**src/rtl/arcade_input_ctrl.sv**
```systemverilog
// Player-input conditioning: PS/2 + joystick decode, P2->P1 merge, frame-timed coin pulses; optional INP_AUTOFIRE_EN.
// Latency 1 clk from joystick, 2 clk from ps2 toggle; coin pulse lasts COIN_FRAMES ticks. No backpressure.
module arcade_input_ctrl #(
  parameter int COIN_FRAMES = 3,
  parameter int GAP_FRAMES  = 2,
  parameter int AF_FRAMES   = 4
) (
  input  logic        clk_sys,
  input  logic        RESET_N,
  input  logic [10:0] ps2_key,
  input  logic [15:0] joystk1,
  input  logic [15:0] joystk2,
  input  logic        cabinet,
  input  logic        vblank,
  input  logic        autofire,
  output logic [5:0]  INP0,
  output logic [5:0]  INP1,
  output logic [2:0]  INP2
);

  localparam int MAX_CG  = (COIN_FRAMES > GAP_FRAMES) ? COIN_FRAMES : GAP_FRAMES;
  localparam int MAX_ALL = (MAX_CG > AF_FRAMES) ? MAX_CG : AF_FRAMES;
  localparam int CW      = $clog2(MAX_ALL + 1);

  typedef enum logic [1:0] {IDLE, PULSE, GAP, WAIT_REL} coin_st_t;

  // Key latches use the output layout {trig2, trig1, left, down, right, up}
  logic [5:0] key_p1, key_p2;
  logic       key_f1, key_f2, key_start1, key_start2, key_coin1, key_coin2;
  logic       prev_tog, armed;
  logic       key_evt, pressed;
  logic [8:0] code;

  assign key_evt = armed && (ps2_key[10] != prev_tog);
  assign pressed = ps2_key[9];
  assign code    = ps2_key[8:0];

  always_ff @(posedge clk_sys or negedge RESET_N) begin
    if (!RESET_N) begin
      prev_tog   <= 1'b0;
      armed      <= 1'b0;
      key_p1     <= '0;
      key_p2     <= '0;
      key_f1     <= 1'b0;
      key_f2     <= 1'b0;
      key_start1 <= 1'b0;
      key_start2 <= 1'b0;
      key_coin1  <= 1'b0;
      key_coin2  <= 1'b0;
    end else begin
      prev_tog <= ps2_key[10];
      armed    <= 1'b1;
      if (key_evt) begin
        casez (code)
          9'b?0111_0101: key_p1[0]  <= pressed;
          9'b?0111_0100: key_p1[1]  <= pressed;
          9'b?0111_0010: key_p1[2]  <= pressed;
          9'b?0110_1011: key_p1[3]  <= pressed;
          9'h029:        key_p1[4]  <= pressed;
          9'h014:        key_p1[5]  <= pressed;
          9'h005:        key_f1     <= pressed;
          9'h006:        key_f2     <= pressed;
          9'h016:        key_start1 <= pressed;
          9'h01E:        key_start2 <= pressed;
          9'h02E:        key_coin1  <= pressed;
          9'h036:        key_coin2  <= pressed;
          9'h02D:        key_p2[0]  <= pressed;
          9'h034:        key_p2[1]  <= pressed;
          9'h02B:        key_p2[2]  <= pressed;
          9'h023:        key_p2[3]  <= pressed;
          9'h01C:        key_p2[4]  <= pressed;
          9'h01B:        key_p2[5]  <= pressed;
          default: ;
        endcase
      end
    end
  end

  function automatic logic [5:0] joy_bits(input logic [15:0] j);
    return {j[5], j[4], j[1], j[2], j[0], j[3]};
  endfunction

  logic [5:0] p1_c, p2_c, p1_out, p2_out;
  logic       start1_c, start2_c, coin_req_c;

  always_comb begin
    p2_c       = key_p2 | joy_bits(joystk2);
    p1_c       = key_p1 | joy_bits(joystk1) | (cabinet ? 6'd0 : p2_c);
    start1_c   = key_f1 | key_start1 | joystk1[6] | joystk2[6];
    start2_c   = key_f2 | key_start2 | joystk1[7] | joystk2[7];
    coin_req_c = key_f1 | key_f2 | key_coin1 | key_coin2 | joystk1[8] | joystk2[8];
  end

  logic frame_tick, vblank_q;
  assign frame_tick = vblank & ~vblank_q;

`ifdef INP_AUTOFIRE_EN
  logic [CW-1:0] af_cnt;
  logic          af_phase;
  logic          unused_bits;
  assign unused_bits = ^{joystk1[15:9], joystk2[15:9]};

  always_ff @(posedge clk_sys or negedge RESET_N) begin
    if (!RESET_N) begin
      af_cnt   <= '0;
      af_phase <= 1'b1;
    end else if (frame_tick) begin
      if (af_cnt == CW'(AF_FRAMES - 1)) begin
        af_cnt   <= '0;
        af_phase <= ~af_phase;
      end else begin
        af_cnt <= af_cnt + 1'b1;
      end
    end
  end

  always_comb begin
    p1_out    = p1_c;
    p2_out    = p2_c;
    p1_out[4] = p1_c[4] & (autofire ? af_phase : 1'b1);
    p2_out[4] = p2_c[4] & (autofire ? af_phase : 1'b1);
  end
`else
  logic unused_bits;
  assign unused_bits = ^{joystk1[15:9], joystk2[15:9], autofire};

  always_comb begin
    p1_out = p1_c;
    p2_out = p2_c;
  end
`endif

  logic [1:0] start_q;
  logic       coin_req_q, coin_req_d, coin_out;

  always_ff @(posedge clk_sys or negedge RESET_N) begin
    if (!RESET_N) begin
      INP0       <= '0;
      INP1       <= '0;
      start_q    <= '0;
      coin_req_q <= 1'b0;
      coin_req_d <= 1'b0;
      vblank_q   <= 1'b0;
    end else begin
      INP0       <= p1_out;
      INP1       <= p2_out;
      start_q    <= {start2_c, start1_c};
      coin_req_q <= coin_req_c;
      coin_req_d <= coin_req_q;
      vblank_q   <= vblank;
    end
  end

  assign INP2 = {coin_out, start_q};

  // Coin edges arriving outside IDLE are dropped, so a held or bouncing coin counts once
  coin_st_t      coin_st;
  logic [CW-1:0] cnt;
  logic          coin_edge;
  assign coin_edge = coin_req_q & ~coin_req_d;

  always_ff @(posedge clk_sys or negedge RESET_N) begin
    if (!RESET_N) begin
      coin_st  <= IDLE;
      cnt      <= '0;
      coin_out <= 1'b0;
    end else begin
      case (coin_st)
        IDLE: begin
          if (coin_edge) begin
            coin_st  <= PULSE;
            cnt      <= CW'(COIN_FRAMES);
            coin_out <= 1'b1;
          end
        end
        PULSE: begin
          if (frame_tick) begin
            if (cnt <= CW'(1)) begin
              coin_out <= 1'b0;
              if (GAP_FRAMES == 0) begin
                coin_st <= WAIT_REL;
                cnt     <= '0;
              end else begin
                coin_st <= GAP;
                cnt     <= CW'(GAP_FRAMES);
              end
            end else begin
              cnt <= cnt - 1'b1;
            end
          end
        end
        GAP: begin
          if (frame_tick) begin
            if (cnt <= CW'(1)) begin
              coin_st <= WAIT_REL;
              cnt     <= '0;
            end else begin
              cnt <= cnt - 1'b1;
            end
          end
        end
        WAIT_REL: begin
          if (!coin_req_q) coin_st <= IDLE;
        end
        default: coin_st <= IDLE;
      endcase
    end
  end

endmodule

```
**config.mk**
```make
export PLATFORM = sky130hd
export DESIGN_NAME = arcade_input_ctrl
export DESIGN_NICKNAME = d
export VERILOG_FILES = /design/src/rtl/arcade_input_ctrl.sv
export SDC_FILE = /design/constraint.sdc
export NUM_CORES = 1
export LEC_CHECK = 0
export CORE_MARGIN = 3
export CORE_UTILIZATION = 46
export DETAILED_ROUTE_END_ITERATION = 10
export GPL_ROUTABILITY_DRIVEN = 0
export PLACE_DENSITY = 0.79
export SETUP_SLACK_MARGIN = 0.2
export SLEW_MARGIN = 5
export SYNTH_ARGS = -nofsm -noshare
export SYNTH_HDL_FRONTEND = slang
export SYNTH_SLANG_ARGS = --single-unit
```
**constraint.sdc**
```tcl
create_clock -name clk_sys -period 2.45 [get_ports clk_sys]
set_input_delay 0.735 -clock clk_sys [delete_from_list [all_inputs] [get_ports clk_sys]]
set_output_delay 0.735 -clock clk_sys [all_outputs]
set_load 0.03 [all_outputs]
```
==> results.sh <==
export IMPL_routedWlPerCell_um=13.8
export IMPL_fin_area_um2=2720
export IMPL_crit_type="in -> reg"
export IMPL_antenna_found_initial=0
export IMPL_synthArstFlopShare_pct=100
export IMPL_areaGrowthSynthToFinish_pct=35.5
export IMPL_die_w_um=72.0
export IMPL_yosys_warnings=0
export IMPL_post_route_drc_count=0
export IMPL_cts_root_buffer="clkbuf_8"
export IMPL_cts_buffers=5
export IMPL_cpMaxStageDelayCell="or4b_4"
export IMPL_cts_sinks=43
export IMPL_rows=23
export IMPL_final_cells=291
export IMPL_status="completed"
export IMPL_clkTransAtPathRegs_ps=90
export IMPL_max_slew_margin_pct=59.2
export IMPL_grt_use_total_pct=16.5
export IMPL_finalSetupViolCount=0
export IMPL_synth_area_per_cell_um2=11.3
export IMPL_drive_gt1_share_pct=21.6
export IMPL_holdWs_ps=412
export IMPL_diodes=0
export IMPL_grt_overflow=0
export IMPL_cp_max_fo=4
export IMPL_grt_max_degree=44
export IMPL_post_place_cells=283
export IMPL_numPortBuffers=47
export IMPL_dr_total_vias=1513
export IMPL_ys_ff_latch=43
export IMPL_grt_pass1_vias=1526
export IMPL_core_area_um2=4090
export IMPL_htreeDepth=2
export IMPL_ant_nets=0
export IMPL_fp_dieH_um=72.0
export IMPL_drt_pass1_iterations=4
export IMPL_viasPerCell=5.20
export IMPL_fin_crit_sh_pct=88.1
export IMPL_startpoint_type="input pin"
export IMPL_fmax_mhz=464
export IMPL_clock_latency_ps=300
export IMPL_synth_nets=233
export IMPL_finalHoldViolCount=0
export IMPL_worst_slew_pin_slew_ps=610
export IMPL_cp_data_arrival_time_ps=2350
export IMPL_wl_mm=4.01
export IMPL_dominantRegCellSynth="dfrtp_1"
export IMPL_finalPower_mw=1.99
export IMPL_initial_core_util_pct=49.0
export IMPL_multi_input_area_um2=883
export IMPL_max_vdd_ir_drop_mv=0.352
export IMPL_ff_latch_area_um2=1080
export IMPL_fin_nets=295
export IMPL_dieArea_um2=5180
export IMPL_crit_chain="clkdlybuf4s50_1 -> xnor2_1 -> or4b_4 -> nor3_2 -> mux2_2"
export IMPL_finClkSkew_ps=7.44
export IMPL_grt_pass1_wl_mm=6.70
export IMPL_ys_seq_area_share_pct=53.7
export IMPL_synth_edff_count=0
export IMPL_holdPathStages=0
export IMPL_maxSlewViolCount=0
export IMPL_tritoncts="done"
export IMPL_reg2reg_depth=6
export IMPL_synth_cell_type_count=41
export IMPL_max_stage_delay_ps=540
export IMPL_grt_setup_unrepaired="false"
export IMPL_num_fill_cells=336
export IMPL_worstPathRequired_ps=2640
export IMPL_min_period_ps=2160
export IMPL_endpoint_kind="flop"
export IMPL_placed_cell_area_um2=2600
export IMPL_syn_instance_count=178
export IMPL_synth_area_um2=2000
export IMPL_dp_final_hpwl_mm=3.01
export IMPL_maxCapViolCount=0
export IMPL_num_io_pins=63
export IMPL_min_path_type="reg -> reg"
export IMPL_setup_tns_ps=0
export IMPL_cts_path_max_buffers=2
export IMPL_leakage_nw=1.21
export IMPL_drt_initial_drc_count=91
export IMPL_powerDensity_nw_per_um2=734
## state kept, by name (all words and copies together) (netlist names), 2 cells and up
name     count
start_q      2
INP1         6
coin_st      2
key_p1       6
key_p2       6
cnt          3
INP0         6
## metrics by stage
step                      setup slack (ps)  utilization, %
final                                  293            66.4
after global placement               -60.1            63.7
after global routing                   216            66.4
after detailed placement             -96.9            63.7
after CTS                              226            66.0
after floorplan                        415               -
## path summary, 6_finish.rpt
| check | start | end | slack, ps |
|---|---|---|---|
| hold reg to reg | coin_req_q | coin_req_d | 410 |
| hold / removal | coin_req_q | coin_req_d | 410 |
| min in group asynchronous | RESET_N | INP0[2] | 480 |
| setup / recovery | ps2_key[10] | key_p1[5] | 290 |
| max in group asynchronous | RESET_N | prev_tog | 1590 |
| setup reg to reg | coin_st[0] | cnt[0] | 680 |
## final cells by class
class	count	share of cell area, %
Clock buffer	5	2.53
Clock inverter	3	0.876
Inverter	12	1.66
Multi-Input combinational cell	119	32.5
Sequential cell	43	39.6
Tap cell	50	2.30
Timing Repair Buffer	59	20.5
## cells by family after synthesis
kind of cell	count (synthesis)	synth area share, %
simple gates	68	19.5
flops	43	53.7
compound gates	22	7.25
mux	20	11.4
buf+inv	16	3.19
fa+ha+maj	7	4.37
other cells	1	0.187
xor+xnor	1	0.437
## Yosys cell counts, drive strengths merged (2+ instances only)
library cell	n	share of area (%)
dfrtp	43	54
nor3	8	2.0
o21ai	10	2.5
clkbuf	3	0.56
nand2b	4	1.6
nand4b	2	0.87
nand2	11	2.1
nor3b	2	1.2
inv	12	2.2
nand3	4	1.0
nand3b	3	1.1
nand4	5	1.6
nor2	18	3.4
or4	2	0.75
a21oi	3	0.75
ha	7	4.4
mux2	19	11
## critical path, delay by kind of cell
| family | cells | cell delay (ps) |
|---|---|---|
| xor+xnor | 1 | 150 |
| mux | 1 | 350 |
| simple gates | 2 | 690 |
| buf+inv | 1 | 430 |
## layout by cell type, fill, tap and decap left out, types with 2 or more instances in the layout
cell type / count
dfrtp_1: 43
nor3_2: 4
nand2_1: 11
nand3_1: 4
a21oi_1: 3
nor2_1: 18
clkinvlp_4: 2
nand4b_1: 2
buf_4: 12
ha_1: 7
nor3b_2: 2
nand4_1: 5
nand3b_1: 3
mux2_2: 18
or4_1: 2
nor3_1: 4
nand2b_1: 3
inv_1: 12
clkdlybuf4s50_1: 46
clkbuf_8: 5
o21ai_0: 10
## layer usage
metal	track usage (%)	part of all wire [%]	vias up
met2	25.1	46	37
met5	0	0	-
met1	21.9	47	715
li1	-	-	752
met4	8.35	2.3	0
met3	4.02	4.0	9
## timing repair
item,in CTS,in global routing
hold buffers,0,0
setup endpoints to repair,0,3
gates resized for setup,0,4
setup buffers,0,0
## power breakdown
part	switching (mW)	leakage, nW	internal, mW
clock	0.262	0.0408	0.204
sequential	0.0560	0.530	0.782
combinational	0.354	0.638	0.333
Power figures use the tool's default switching activity.
